<file path="config.mk">
export PLATFORM = sky130hd
export DESIGN_NAME = fan_ctrl
export DESIGN_NICKNAME = d
export VERILOG_FILES = /design/src/rtl/fan_ctrl.sv
export SDC_FILE = /design/constraint.sdc
export NUM_CORES = 1
export LEC_CHECK = 0
export BUFFER_PORTS_ARGS = -buffer_cell sky130_fd_sc_hd__buf_2
export CAP_MARGIN = 20
export CORE_MARGIN = 2
export CORE_UTILIZATION = 50
export CTS_BUF_LIST = sky130_fd_sc_hd__clkbuf_8
export DETAILED_ROUTE_END_ITERATION = 12
export PLACE_DENSITY = 0.73
export RECOVER_POWER = 25
export SLEW_MARGIN = 20
export SYNTH_ARGS = -nofsm -noshare
export SYNTH_HDL_FRONTEND = slang
export SYNTH_SLANG_ARGS = --single-unit
</file>
<file path="constraint.sdc">
create_clock -name clk -period 2.7 [get_ports clk]
set_input_delay 0.27 -clock clk [delete_from_list [all_inputs] [get_ports clk]]
set_output_delay 0.27 -clock clk [all_outputs]
set_load 0.05 [all_outputs]
</file>
<file path="src/rtl/fan_ctrl.sv">
// Fan controller: OFF/KICK/RUN/STALL FSM with a ms-tick control loop nudging PWM duty toward a target tach period.
// Define FAN_CTRL_AUTO_RESTART_EN to let STALL retry a KICK after RETRY_MS; otherwise STALL holds until ctrl_en drops.
module fan_ctrl #(
    parameter int          KICK_MS    = 500,
    parameter int          CTRL_MS    = 100,
    parameter logic [7:0]  STEP       = 8'd2,
    parameter logic [7:0]  MIN_PCT    = 8'h30,
    parameter logic [7:0]  MAX_PCT    = 8'hFF,
    parameter logic [19:0] STALL_USPR = 20'd500000,
    parameter int          STALL_CNT  = 3,
    parameter int          RETRY_MS   = 2000
) (
    input  logic        clk,
    input  logic        rst_n,
    input  logic        tsc_1ppms,
    input  logic        ctrl_en,
    input  logic [19:0] target_uspr,
    input  logic [19:0] fan_uspr,
    output logic [7:0]  fan_pct,
    output logic [1:0]  fan_state,
    output logic        fan_stall
);

    // Counter is wide enough for the longest interval, but never narrower than 12 bits.
    localparam int MAX_A = (KICK_MS > CTRL_MS) ? KICK_MS : CTRL_MS;
    localparam int MAX_B = (MAX_A > RETRY_MS) ? MAX_A : RETRY_MS;
    localparam int MS_W  = ($clog2(MAX_B + 1) > 12) ? $clog2(MAX_B + 1) : 12;
    localparam int SC_W  = ($clog2(STALL_CNT + 1) > 1) ? $clog2(STALL_CNT + 1) : 1;

    typedef enum logic [1:0] {
        ST_OFF   = 2'b00,
        ST_KICK  = 2'b01,
        ST_RUN   = 2'b10,
        ST_STALL = 2'b11
    } state_t;

    state_t            state_q, state_d;
    logic [MS_W-1:0]   ms_cnt_q, ms_cnt_d;
    logic [SC_W-1:0]   stall_cnt_q, stall_cnt_d;
    logic [7:0]        fan_pct_q, fan_pct_d;
    logic              fan_stall_q, fan_stall_d;

    logic [8:0]        duty_up;
    logic [8:0]        duty_dn;
    logic [7:0]        pct_up;
    logic [7:0]        pct_dn;
    logic [7:0]        pct_adj;
    logic [SC_W-1:0]   stall_next;
    logic              stalled;

    // 9-bit sums expose carry/borrow so the duty clamps instead of wrapping.
    always_comb begin
        duty_up    = {1'b0, fan_pct_q} + {1'b0, STEP};
        duty_dn    = {1'b0, fan_pct_q} - {1'b0, STEP};
        pct_up     = (duty_up > {1'b0, MAX_PCT}) ? MAX_PCT : duty_up[7:0];
        pct_dn     = (duty_dn[8] || (duty_dn < {1'b0, MIN_PCT})) ? MIN_PCT : duty_dn[7:0];
        stalled    = (fan_uspr >= STALL_USPR);
        stall_next = stall_cnt_q + SC_W'(1);
        if (fan_uspr > target_uspr) begin
            pct_adj = pct_up;
        end else if (fan_uspr < target_uspr) begin
            pct_adj = pct_dn;
        end else begin
            pct_adj = fan_pct_q;
        end
    end

    always_comb begin
        state_d     = state_q;
        ms_cnt_d    = ms_cnt_q;
        stall_cnt_d = stall_cnt_q;
        fan_pct_d   = fan_pct_q;
        fan_stall_d = fan_stall_q;
        if (!ctrl_en) begin
            state_d     = ST_OFF;
            ms_cnt_d    = '0;
            stall_cnt_d = '0;
            fan_pct_d   = 8'h00;
            fan_stall_d = 1'b0;
        end else begin
            case (state_q)
                ST_OFF: begin
                    state_d     = ST_KICK;
                    ms_cnt_d    = '0;
                    stall_cnt_d = '0;
                    fan_pct_d   = MAX_PCT;
                    fan_stall_d = 1'b0;
                end
                ST_KICK: begin
                    if (tsc_1ppms) begin
                        if (ms_cnt_q == MS_W'(KICK_MS - 1)) begin
                            state_d     = ST_RUN;
                            ms_cnt_d    = '0;
                            stall_cnt_d = '0;
                            fan_pct_d   = MAX_PCT;
                        end else begin
                            ms_cnt_d = ms_cnt_q + MS_W'(1);
                        end
                    end
                end
                ST_RUN: begin
                    if (tsc_1ppms) begin
                        if (ms_cnt_q == MS_W'(CTRL_MS - 1)) begin
                            ms_cnt_d = '0;
                            if (stalled && (stall_next == SC_W'(STALL_CNT))) begin
                                state_d     = ST_STALL;
                                stall_cnt_d = '0;
                                fan_pct_d   = 8'h00;
                                fan_stall_d = 1'b1;
                            end else begin
                                stall_cnt_d = stalled ? stall_next : '0;
                                fan_pct_d   = pct_adj;
                            end
                        end else begin
                            ms_cnt_d = ms_cnt_q + MS_W'(1);
                        end
                    end
                end
                ST_STALL: begin
`ifdef FAN_CTRL_AUTO_RESTART_EN
                    if (tsc_1ppms) begin
                        if (ms_cnt_q == MS_W'(RETRY_MS - 1)) begin
                            state_d     = ST_KICK;
                            ms_cnt_d    = '0;
                            fan_pct_d   = MAX_PCT;
                            fan_stall_d = 1'b0;
                        end else begin
                            ms_cnt_d = ms_cnt_q + MS_W'(1);
                        end
                    end
`else
                    ms_cnt_d = '0;
`endif
                end
                default: begin
                    state_d     = ST_OFF;
                    ms_cnt_d    = '0;
                    stall_cnt_d = '0;
                    fan_pct_d   = 8'h00;
                    fan_stall_d = 1'b0;
                end
            endcase
        end
    end

    always_ff @(posedge clk) begin
        if (!rst_n) begin
            state_q     <= ST_OFF;
            ms_cnt_q    <= '0;
            stall_cnt_q <= '0;
            fan_pct_q   <= 8'h00;
            fan_stall_q <= 1'b0;
        end else begin
            state_q     <= state_d;
            ms_cnt_q    <= ms_cnt_d;
            stall_cnt_q <= stall_cnt_d;
            fan_pct_q   <= fan_pct_d;
            fan_stall_q <= fan_stall_d;
        end
    end

    assign fan_pct   = fan_pct_q;
    assign fan_state = state_q;
    assign fan_stall = fan_stall_q;

endmodule

</file>
==> summary.md, run 1 <==
| Metric | Value |
|---|---|
| Lkg Pwr | 0.00118 uW |
| Cell Area, Placed | roughly 2600 sq um |
| Max Cap Viol | 0 |
| Ports | 55 |
| Gpl congestion | between 0.9 and 1 |
| DP Wirelength | ~4000 um |
| Worst setup SP type | register |
| Mapped Area | 2270 sq um |
| # fillers | between 400 and 500 |
| WL/cell | ~13 um |
| Vias/cell | 5.62 |
| Non-Filler Instances | between 400 and 500 |
| Antenna violations before repair | 0 |
| Cell area after layout | 2670 sq um |
| CTS tree | built |
| Nets@finish | about 440 |
| H-Tree Depth | 1 |
| Chip Width | 71.4 um |
| Mapped Cells | ~300 |
| Worst-path clk slew | 0.09 ns |
| Synth Warn # | 0 |
| Ys async rst share | 0% |
| Die Span Y | 71.4 um |
| Post-synthesis sequential area ratio | between 20% and 30% |
| Via count | 2314 |
| Initial core utilization | 52.1% |
| VDD IR max | approximately 0.24 mV |
| Worst skew pair latency | between 0.2 and 0.3 ns |
| Final Power | between 900 and 1000 uW |
| Die footprint | 5090 sq um |
| Commonest non-fill, non-tap cell in the layout | buf_2 |
| DRT Pass-1 Iters | 4 |
| Port bufs | 54 |
| Clk sink count | 25 |
| Cts bufs inserted | 3 |
| Share of cells above drive strength 1 | between 10% and 20% |
| CP max FO | 8 |
| Synthesized flop and latch total | 25 |
| Total congestion overflow | 0 |
| Pwr Density | around 370 nW/um^2 |
| Yosys cell types | 51 |
| Most frequent cells in the layout | buf_2 (45), nor2_1 (33), inv_1 (31), ha_1 (30), nand2_1 (27) |
| Outcome | complete, no violations |
| Critical Path Max Stage Delay | about 0.5 ns |
| Crit path DAT | about 2.7 ns |
| First-pass GRT wire length | 8850 um |
| Most used DFF post-synth | dfxtp_1 |
| Diodes inserted | 0 |
| Synthesized Nets | 378 |
| CP Data Required Time | between 2 and 3 ns |
| Synth-to-Final Area Change | 17.6% |
| Number of global-route vias before repair | approximately 2100 |
| Final setup fails | 0 |
| DRC Markers | 0 |
| Worst-Margin Slew | roughly 0.78 ns |
| Kind of critical path | register to register |
| Post-route core utilization | between 60% and 70% |
| FP Rows | 24 |
| EDFF count, synth | 0 |
| CP max-delay cell | or4b_1 |
| Remaining antenna violation count after routing | 0 |
| Max Slew Vio Count | 0 |
| Clock Skew | roughly 0.0014 ns |
| Tot GR Track Use | a little over a fifth |
| Hold Slack | around 0.38 ns |
| Root Driver | clkbuf_8 |
| Final min period | ~2.5 ns |
| Cell Chain, Critical Path | ha_1 -> or4b_1 -> nor3_4 -> nand3_1 -> a221o_2 -> a41oi_4 -> and2_4 -> a21oi_1 |
| Maximum operating frequency | between 0.3 and 0.4 GHz |
| Dpl cells | 406 |
| Critical Path End Type | register |
| Syn avg cell area | roughly 7.5 sq um |
| Largest net degree at the start of global routing | 17 |
| DR iter-0 viols | 179 |
| Post-Route WL | about 5200 um |
| Clk buf depth | 2 |
| Final Hold Fails | 0 |
| Fin crit share | a little over nine tenths |
| Max-slew headroom | about 47% |
| Core area | between 4000 and 5000 sq um |
| Min-delay worst type | input port to register |
[synthesized netlist by cell type, types with 3 or more instances]
library cell / count / area share, %
nand2_1: 27 / 4.5
a31oi_1: 4 / 1.1
o211ai_1: 5 / 1.7
or3_1: 3 / 0.83
ha_1: 30 / 17
mux2i_1: 3 / 1.3
nor4_1: 3 / 0.83
nor2_1: 33 / 5.5
nor4b_1: 3 / 1.2
o21ai_0: 16 / 3.5
xnor2_1: 3 / 1.2
inv_1: 31 / 5.1
nand4_1: 11 / 3.0
nor3_1: 8 / 1.8
dfxtp_1: 25 / 22
nand3_1: 13 / 2.9
and2_1: 3 / 0.83
clkbuf_1: 7 / 1.2
a21oi_1: 25 / 5.5
xor2_1: 9 / 3.5
[flip-flops by register name (all words and copies together) (netlist names)]
name / count
fan_state: 2
ms_cnt_q: 12
fan_stall: 1
stall_cnt_q: 2
fan_pct: 8
[area by class of cell]
| type | count | area, sq um | share of cell area [%] |
|---|---|---|---|
| clock buffers | 3 | 41.3 | 1.55 |
| clock inverters | 1 | 7.51 | 0.281 |
| inverters | 31 | 116 | 4.36 |
| multi-input cells | 238 | 1620 | 60.7 |
| flip-flops and latches | 25 | 500 | 18.7 |
| well taps | 52 | 65.1 | 2.44 |
| repair buffers | 62 | 319 | 11.9 |
[stage by stage]
stage               worst slack [ns]  setup TNS [ns]
floorplan                      0.262               0
detailed placement            0.0341               0
global placement              0.0727               0
finish                         0.160               0
global route                -0.00165        -0.00165
CTS                           0.0473               0
[where the power goes]
part | leakage, uW | internal [uW] | switching, uW | total, uW
clock | 0.0000217 | 105 | 125 | 230
combinational | 0.000957 | 141 | 217 | 358
sequential | 0.000204 | 381 | 19.4 | 401
[worst max-delay path: cells and delay by family, from the launching register on]
| family | cells | cell delay, ns |
|---|---|---|
| compound gates | 3 | 0.79 |
| fa+ha+maj | 1 | 0.20 |
| flops | 1 | 0.39 |
| simple gates | 4 | 1.05 |
[final timing paths]
| check | start | end | slack [ns] | cells past startpoint |
|---|---|---|---|---|
| max | ms_cnt_q[0] | fan_pct[6] | 0.16 | 8 |
| min | ctrl_en | fan_pct[0] | 0.38 | 3 |
| max reg2reg | ms_cnt_q[0] | fan_pct[6] | 0.16 | 8 |
| min reg2reg | stall_cnt_q[1] | stall_cnt_q[1] | 0.50 | 2 |
[repair_timing]
action,CTS,global route
buffers inserted,0,1
endpoints found under the hold margin,0,0
hold buffers,0,0
resized for setup,0,2
setup endpoints to repair,0,9
[cells by family after synthesis]
| kind of cell | after synthesis | synth area share [%] |
|---|---|---|
| XOR/XNOR | 12 | 4.63 |
| AO/OA/AOI/OAI | 73 | 21.2 |
| adder cells (fa/ha/maj) | 30 | 16.5 |
| AND/OR/NAND/NOR | 118 | 26.0 |
| buffers and inverters | 42 | 7.72 |
| flip-flops | 25 | 22.1 |
| multiplexers | 4 | 1.82 |
[layer usage]
metal | vias up | wire, um | GRT usage [%] | share of wire, %
met5 | - | 0 | 0 | 0
met4 | 0 | 44 | 6.08 | 0.84
li1 | 1203 | - | - | -
met1 | 1053 | 2460 | 27.7 | 47
met2 | 54 | 2520 | 36.1 | 48
met3 | 4 | 189 | 1.69 | 3.6
Note: power is estimated with default switching activity, not from simulation.
==> inputs of run 2 (changes only) <==
--- a/config.mk
+++ b/config.mk
@@ -7,11 +7,13 @@
 export LEC_CHECK = 0
 export BUFFER_PORTS_ARGS = -buffer_cell sky130_fd_sc_hd__buf_2
 export CAP_MARGIN = 20
+export CELL_PAD_IN_SITES_DETAIL_PLACEMENT = 0
+export CELL_PAD_IN_SITES_GLOBAL_PLACEMENT = 2
 export CORE_MARGIN = 2
-export CORE_UTILIZATION = 50
+export CORE_UTILIZATION = 31
 export CTS_BUF_LIST = sky130_fd_sc_hd__clkbuf_8
 export DETAILED_ROUTE_END_ITERATION = 12
-export PLACE_DENSITY = 0.73
+export PLACE_DENSITY = 0.8
 export RECOVER_POWER = 25
 export SLEW_MARGIN = 20
 export SYNTH_ARGS = -nofsm -noshare
==> summary.md, run 2 (synthesized netlist as in run 1, its figures left out) <==
| Metric | Value |
|---|---|
| Worst setup SP type | register |
| Clk sink count | 25 (unchanged) |
| Final setup fails | 0 (unchanged) |
| WL/cell | 12.3 um (-2.8%) |
| Ports | 55 (unchanged) |
| Outcome | complete, no violations |
| First-pass GRT wire length | 9680 um (+9.4%) |
| Min-delay worst type | input port to register |
| Final Hold Fails | 0 (unchanged) |
| DRC Markers | 0 (unchanged) |
| DR iter-0 viols | 93 (-48%) |
| Hold-fix buffers, CTS | 0 (unchanged) |
| Post-Route WL | 5690 um (+9.2%) |
| Post-route core utilization | 38.3% (-23 points) |
| Worst-path clk slew | 0.10 ns (about the same) |
| Number of global-route vias before repair | 2125 (+2.1%) |
| Gpl congestion | 0.786 (-14%) |
| Antenna violations before repair | 0 (unchanged) |
| Post-route setup slack | 0.166 ns (+0.00570 ns) |
| Initial core utilization | 31.6% (-20 points) |
| Cts bufs inserted | 3 (unchanged) |
| Critical Path Max Stage Delay | 0.50 ns (about the same) |
| Tot GR Track Use | 15.1% (-5.7 points) |
| Post-cts sizing count | 0 (unchanged) |
| TNS Setup | 0 ns (unchanged) |
| Max Slew Vio Count | 0 (unchanged) |
| Diodes inserted | 0 (unchanged) |
| Most frequent cells in the layout | buf_2 (46), nor2_1 (33), inv_1 (31), ha_1 (30), nand2_1 (27) |
| DP Wirelength | 4640 um (+13%) |
| Die footprint | 8020 sq um (+57%) |
| Core area | 7180 sq um (+65%) |
| CP Data Required Time | 2.91 ns (+0.05 ns) |
| Via count | 2291 (-0.99%) |
| Clk buf depth | 2 (unchanged) |
| Cell Chain, Critical Path | ha_1 -> or4b_1 -> nor3_4 -> nand3_1 -> a221o_2 -> a41oi_4 -> buf_4 -> o21ai_0 -> a21oi_1 |
| Total congestion overflow | 0 (unchanged) |
| CTS tree | built |
| H-Tree Depth | 1 (unchanged) |
| Max Cap Viol | 0 (unchanged) |
| Remaining antenna violation count after routing | 0 (unchanged) |
| Max reg flops | 12 (unchanged) |
| Post-CTS Repair Setup Buffers | 0 (unchanged) |
| Final min period | 2.53 ns (-0.00570 ns) |
| Critical Path End Type | register |
| Largest net degree at the start of global routing | 15 (-2) |
| Kind of critical path | register to register |
| Lkg Pwr | 0.00121 uW (+2.4%) |
| Port bufs | 54 (unchanged) |
| Max-slew headroom | 53.5% (+6.1 points) |
| Die Span Y | 89.6 um (+25%) |
| Vias/cell | 4.95 (-12%) |
| CP max-delay cell | or4b_1 |
| Chip Width | 89.6 um (+25%) |
| Reg-to-reg setup timing slack | 0.17 ns (about the same) |
| Reg with most FFs | ms_cnt_q |
| Nets@finish | 439 (+0.92%) |
| VDD IR max | 0.194 mV (-18%) |
| Crit path DAT | 2.75 ns (+0.05 ns) |
| Clock Skew | 0.00403 ns (+0.00258 ns) |
| Dpl ws | 0.0368 ns (+0.00262 ns) |
| Worst skew pair latency | 0.28 ns (about the same) |
| CP max FO | 6 (-2) |
| DRT Pass-1 Iters | 4 (unchanged) |
| CP delay by family, top | compound AO/OA/AOI/OAI gates |
| Maximum operating frequency | 0.395 GHz (+0.22%) |
| Worst-Margin Slew | 0.691 ns (-0.0904 ns) |
| Root Driver | clkbuf_8 |
| FP Rows | 31 (+29%) |
| RSZ-0062 raised after global routing | no |
| Commonest non-fill, non-tap cell in the layout | buf_2 |
| Buffers and inverters on the worst path | 1 (+1) |
| Final Power | 1010 uW (+1.7%) |
| Pwr Density | 366 nW/um^2 (-1.1%) |
| Fin crit share | 93.9% (-0.21 points) |
| Synth-to-Final Area Change | 20.9% |
| Share of cells above drive strength 1 | 20.3% (+0.89 points) |
## run 2: worst register-to-register path: stages (launching register included)
cell     delay, ns
dfxtp_1       0.38
ha_1          0.19
or4b_1        0.50
nor3_4        0.19
nand3_1       0.13
a221o_2       0.45
a41oi_4       0.23
buf_4         0.18
o21ai_0       0.09
a21oi_1       0.14
## run 2: where the power goes
part / internal, uW / switching (uW)
clock network: 104 / 136
registers: 381 / 22.1
logic: 148 / 215
total: 633 / 372
## run 2: path summary, 6_finish.rpt
kind | startpoint | end | depth (start not counted)
worst max-delay path | ms_cnt_q[1] | fan_pct[5] | 9
worst min-delay path | ctrl_en | fan_state[1] | 3
worst max register to register | ms_cnt_q[1] | fan_pct[5] | 9
worst min register to register | fan_stall | fan_stall | 2
## run 2: cell type report
type,instances,area [sq um]
Clock buffer,3,41.3
Clock inverter,1,5.00
Fill cell,792,4430
Inverter,31,116
Multi-Input combinational cell,237,1600
Sequential cell,25,500
Tap cell,99,124
Timing Repair Buffer,67,358
## run 2: routing by layer
layer / share of wire, % / vias to the layer above / global-route usage [%] / wire length (um)
met4: 1.5 / 0 / 4.34 / 85
met2: 45 / 44 / 24.4 / 2580
met3: 3.8 / 8 / 1.48 / 218
met1: 49 / 1038 / 21.3 / 2810
met5: 0 / - / 0 / 0
li1: - / 1201 / - / -
## run 2: metrics by stage
step | hold slack, ns | cell area, sq um | instances
floorplan | 0.461 | 2270 | 304
CTS | 0.383 | 2750 | 463
detailed placement | 0.478 | 2700 | 459
global route | 0.406 | 2750 | 463
finish | 0.379 | 2750 | 463
global placement | 0.473 | 2700 | 459
==> inputs of run 3 (changes only) <==
--- a/config.mk
+++ b/config.mk
@@ -5,15 +5,16 @@
 export SDC_FILE = /design/constraint.sdc
 export NUM_CORES = 1
 export LEC_CHECK = 0
+export ABC_AREA = 1
 export BUFFER_PORTS_ARGS = -buffer_cell sky130_fd_sc_hd__buf_2
 export CAP_MARGIN = 20
 export CELL_PAD_IN_SITES_DETAIL_PLACEMENT = 0
 export CELL_PAD_IN_SITES_GLOBAL_PLACEMENT = 2
 export CORE_MARGIN = 2
-export CORE_UTILIZATION = 31
+export CORE_UTILIZATION = 30
 export CTS_BUF_LIST = sky130_fd_sc_hd__clkbuf_8
 export DETAILED_ROUTE_END_ITERATION = 12
-export PLACE_DENSITY = 0.8
+export PLACE_DENSITY = 0.81
 export RECOVER_POWER = 25
 export SLEW_MARGIN = 20
 export SYNTH_ARGS = -nofsm -noshare
==> summary.md, run 3 <==
| Metric | Value |
|---|---|
| Critical Path Max Stage Delay | 0.49 ns (about the same) |
| Reg with most FFs | ms_cnt_q |
| Synth-to-Final Area Change | 16.4% |
| Max-slew headroom | 59.9% (+6.4 points) |
| FP Rows | 33 (+6.5%) |
| Final Hold Fails | 0 (unchanged) |
| Synth Warn # | 0 (unchanged) |
| Kind of critical path | register to register |
| Hold-fix buffers, CTS | 0 (unchanged) |
| Total congestion overflow | 0 (unchanged) |
| Max Cap Viol | 0 (unchanged) |
| Setup crit start | fan_pct[1] |
| Non-Filler Instances | 546 (+18%) |
| Top cell by count, worst path | nand2_2 |
| TNS Setup | 0 ns (unchanged) |
| Synthesized flop and latch total | 25 (unchanged) |
| Via count | 2457 (+7.2%) |
| Post-CTS Repair Setup Buffers | 0 (unchanged) |
| Reg-to-reg startpoint | fan_pct[1] |
| Most used DFF post-synth | dfxtp_1 |
| Top cells by count, synth | nand2_1 (88), inv_1 (67), nor2_1 (37) |
| Critical Path End Type | register |
| CP max FO | 8 (+2) |
| Ports | 55 (unchanged) |
| Worst-Margin Slew | 0.604 ns (-0.0870 ns) |
| RR Endpoint | fan_pct[0] |
| Largest net degree at the start of global routing | 14 (-1) |
| DRT Pass-1 Iters | 4 (unchanged) |
| Initial core utilization | 30.6% (-1.1 points) |
| Post-cts sizing count | 0 (unchanged) |
| Min-delay worst type | input port to register |
| EDFF count, synth | 0 (unchanged) |
| Synth top area cells | dfxtp_1 (20%), ha_1 (15%), nand2_1 (13%) |
| # fillers | 951 (+20%) |
| Synthesized Nets | 460 (+22%) |
| Syn avg cell area | 6.41 sq um (-14%) |
| Number of global-route vias before repair | 2389 (+12%) |
| Buffers and inverters on the worst path | 1 (unchanged) |
| Diodes inserted | 0 (unchanged) |
| CTS tree | built |
| Area leader, netlist | dfxtp_1 |
| Crit. path cell count | 12 (+3) |
| Hold Slack | 0.311 ns (-0.0678 ns) |
| Clk buf depth | 2 (unchanged) |
| CP Data Required Time | 2.88 ns (-0.03 ns) |
| Final setup fails | 0 (unchanged) |
| Max Slew Vio Count | 0 (unchanged) |
| Most frequent cells in the layout | nand2_1 (88), inv_1 (68), buf_2 (45), nor2_1 (37), ha_1 (30) |
| Max reg flops | 12 (unchanged) |
| Post-synth top area share | 20.2% (-1.8 points) |
| Die footprint | 8980 sq um (+12%) |
| Die Span Y | 94.8 um (+5.8%) |
| Cell area after layout | 2880 sq um (+4.8%) |
| Worst-path clk slew | 0.10 ns (about the same) |
| Worst skew pair latency | 0.28 ns (about the same) |
| Antenna violations before repair | 0 (unchanged) |
| Post-Route WL | 6050 um (+6.2%) |
| Final min period | 2.04 ns (-0.493 ns) |
| Ys async rst share | 0% (unchanged) |
| Dpl cells | 542 (+18%) |
| First-pass GRT wire length | 10100 um (+4.6%) |
| DRC Markers | 0 (unchanged) |
| Port bufs | 54 (unchanged) |
| Post-route core utilization | 35.6% (-2.7 points) |
| Pwr Density | 572 nW/um^2 (+56%) |
| CP delay by family, top | simple AND/OR/NAND/NOR gates |
| CP max-delay cell | dfxtp_1 |
| Worst setup SP type | register |
| Cts bufs inserted | 3 (unchanged) |
| Remaining antenna violation count after routing | 0 (unchanged) |
| Worst hold start | ctrl_en |
| Clock Skew | 0.0162 ns (+0.0122 ns) |
| Mapped Cells | 386 (+27%) |
| WL/cell | 11.1 um (-9.9%) |
| Leading cell type by number of instances after synthesis | nand2_1 |
| RSZ-0062 raised after global routing | no |
| Fin crit share | 75.6% (-18 points) |
| DR iter-0 viols | 43 (-54%) |
| Yosys cell types | 35 (-31%) |
| H-Tree Depth | 1 (unchanged) |
| Cell Chain, Critical Path | inv_1 -> ha_1 -> a21oi_1 -> nand3_1 -> nor2_2 -> nand3_2 -> nand2_2 -> nand3_2 -> nand2_2 -> nand2_2 -> a21oi_1 -> nor2_1 |
| VDD IR max | 0.263 mV (+36%) |
| Reg-to-reg setup timing slack | 0.66 ns (+0.49 ns) |
| DP Wirelength | 5040 um (+8.8%) |
| Hold Crit Endpoint | stall_cnt_q[0] |
| Mapped Area | 2470 sq um (+8.9%) |
| Hold Path Depth | 3 (unchanged) |
| Crit path DAT | 2.22 ns (-0.53 ns) |
| Commonest non-fill, non-tap cell in the layout | nand2_1 |
| Chip Width | 94.8 um (+5.8%) |
| Lkg Pwr | 0.00150 uW (+24%) |
| Cell Area, Placed | 2840 sq um (+5.2%) |
| Reg2reg path depth | 12 (+3) |
| Gpl congestion | 0.823 (+4.8%) |
| Outcome | complete, no violations |
| Post-synthesis sequential area ratio | 20.2% (-1.8 points) |
| Maximum operating frequency | 0.490 GHz (+24%) |
| Tot GR Track Use | 13.9% (-1.2 points) |
| Share of cells above drive strength 1 | 19.0% (-1.3 points) |
| Vias/cell | 4.50 (-9.1%) |
| Clk sink count | 25 (unchanged) |
| Root Driver | clkbuf_8 |
| Nets@finish | 516 (+18%) |
| Core area | 8090 sq um (+13%) |
-- run 3: power by group --
group	total [uW]	leakage, uW	switching [uW]	internal, uW
logic	938	0.00127	640	297
clock network	227	0.0000269	125	102
registers	482	0.000204	71.9	410
-- run 3: area by class of cell --
cell class              count  area [sq um]  share of cell area, %
multi-input cells         286          1670                   57.9
flip-flops and latches     25           500                   17.4
inverters                  71           268                   9.30
repair buffers             55           267                   9.26
well taps                 105           131                   4.57
clock buffers               3          41.3                   1.43
clock inverters             1          3.75                  0.130
-- run 3: how the worst max path moves through the flow --
stage	to
floorplan	fan_pct[0]
global placement	fan_pct[1]
detailed placement	fan_pct[7]
CTS	fan_pct[0]
global route	fan_pct[0]
finish	fan_pct[0]
-- run 3: metal layers --
metal	global-route usage (%)	vias to the layer above	part of all wire, %
met5	0	-	0
met4	2.29	0	0.99
met3	2.08	4	2.6
met2	26.4	27	49
met1	16.6	1084	47
li1	-	1342	-
-- run 3: cell families (layout without fill, tap and decap cells) --
kind of cell,Yosys count,in the layout,synth area share [%]
buf+inv,75,130,12.3
fa+ha+maj,30,30,15.2
xor+xnor,6,6,2.13
flops,25,25,20.2
compound gates,55,55,12.3
simple gates,195,195,37.8
-- run 3: metrics by stage --
stage	setup slack, ns	total power [uW]
after global placement	0.662	1440
after detailed placement	0.639	1440
after global routing	0.447	1800
after CTS	0.675	1680
final	0.658	1650
after floorplan	0.505	1230
-- run 3: worst reg2reg max path, stage by stage, from the launching register on --
cell	delay, ns
dfxtp_1	0.49
inv_1	0.18
ha_1	0.35
a21oi_1	0.16
nand3_1	0.09
nor2_2	0.10
nand3_2	0.07
nand2_2	0.10
nand3_2	0.09
nand2_2	0.07
nand2_2	0.05
a21oi_1	0.13
nor2_1	0.06
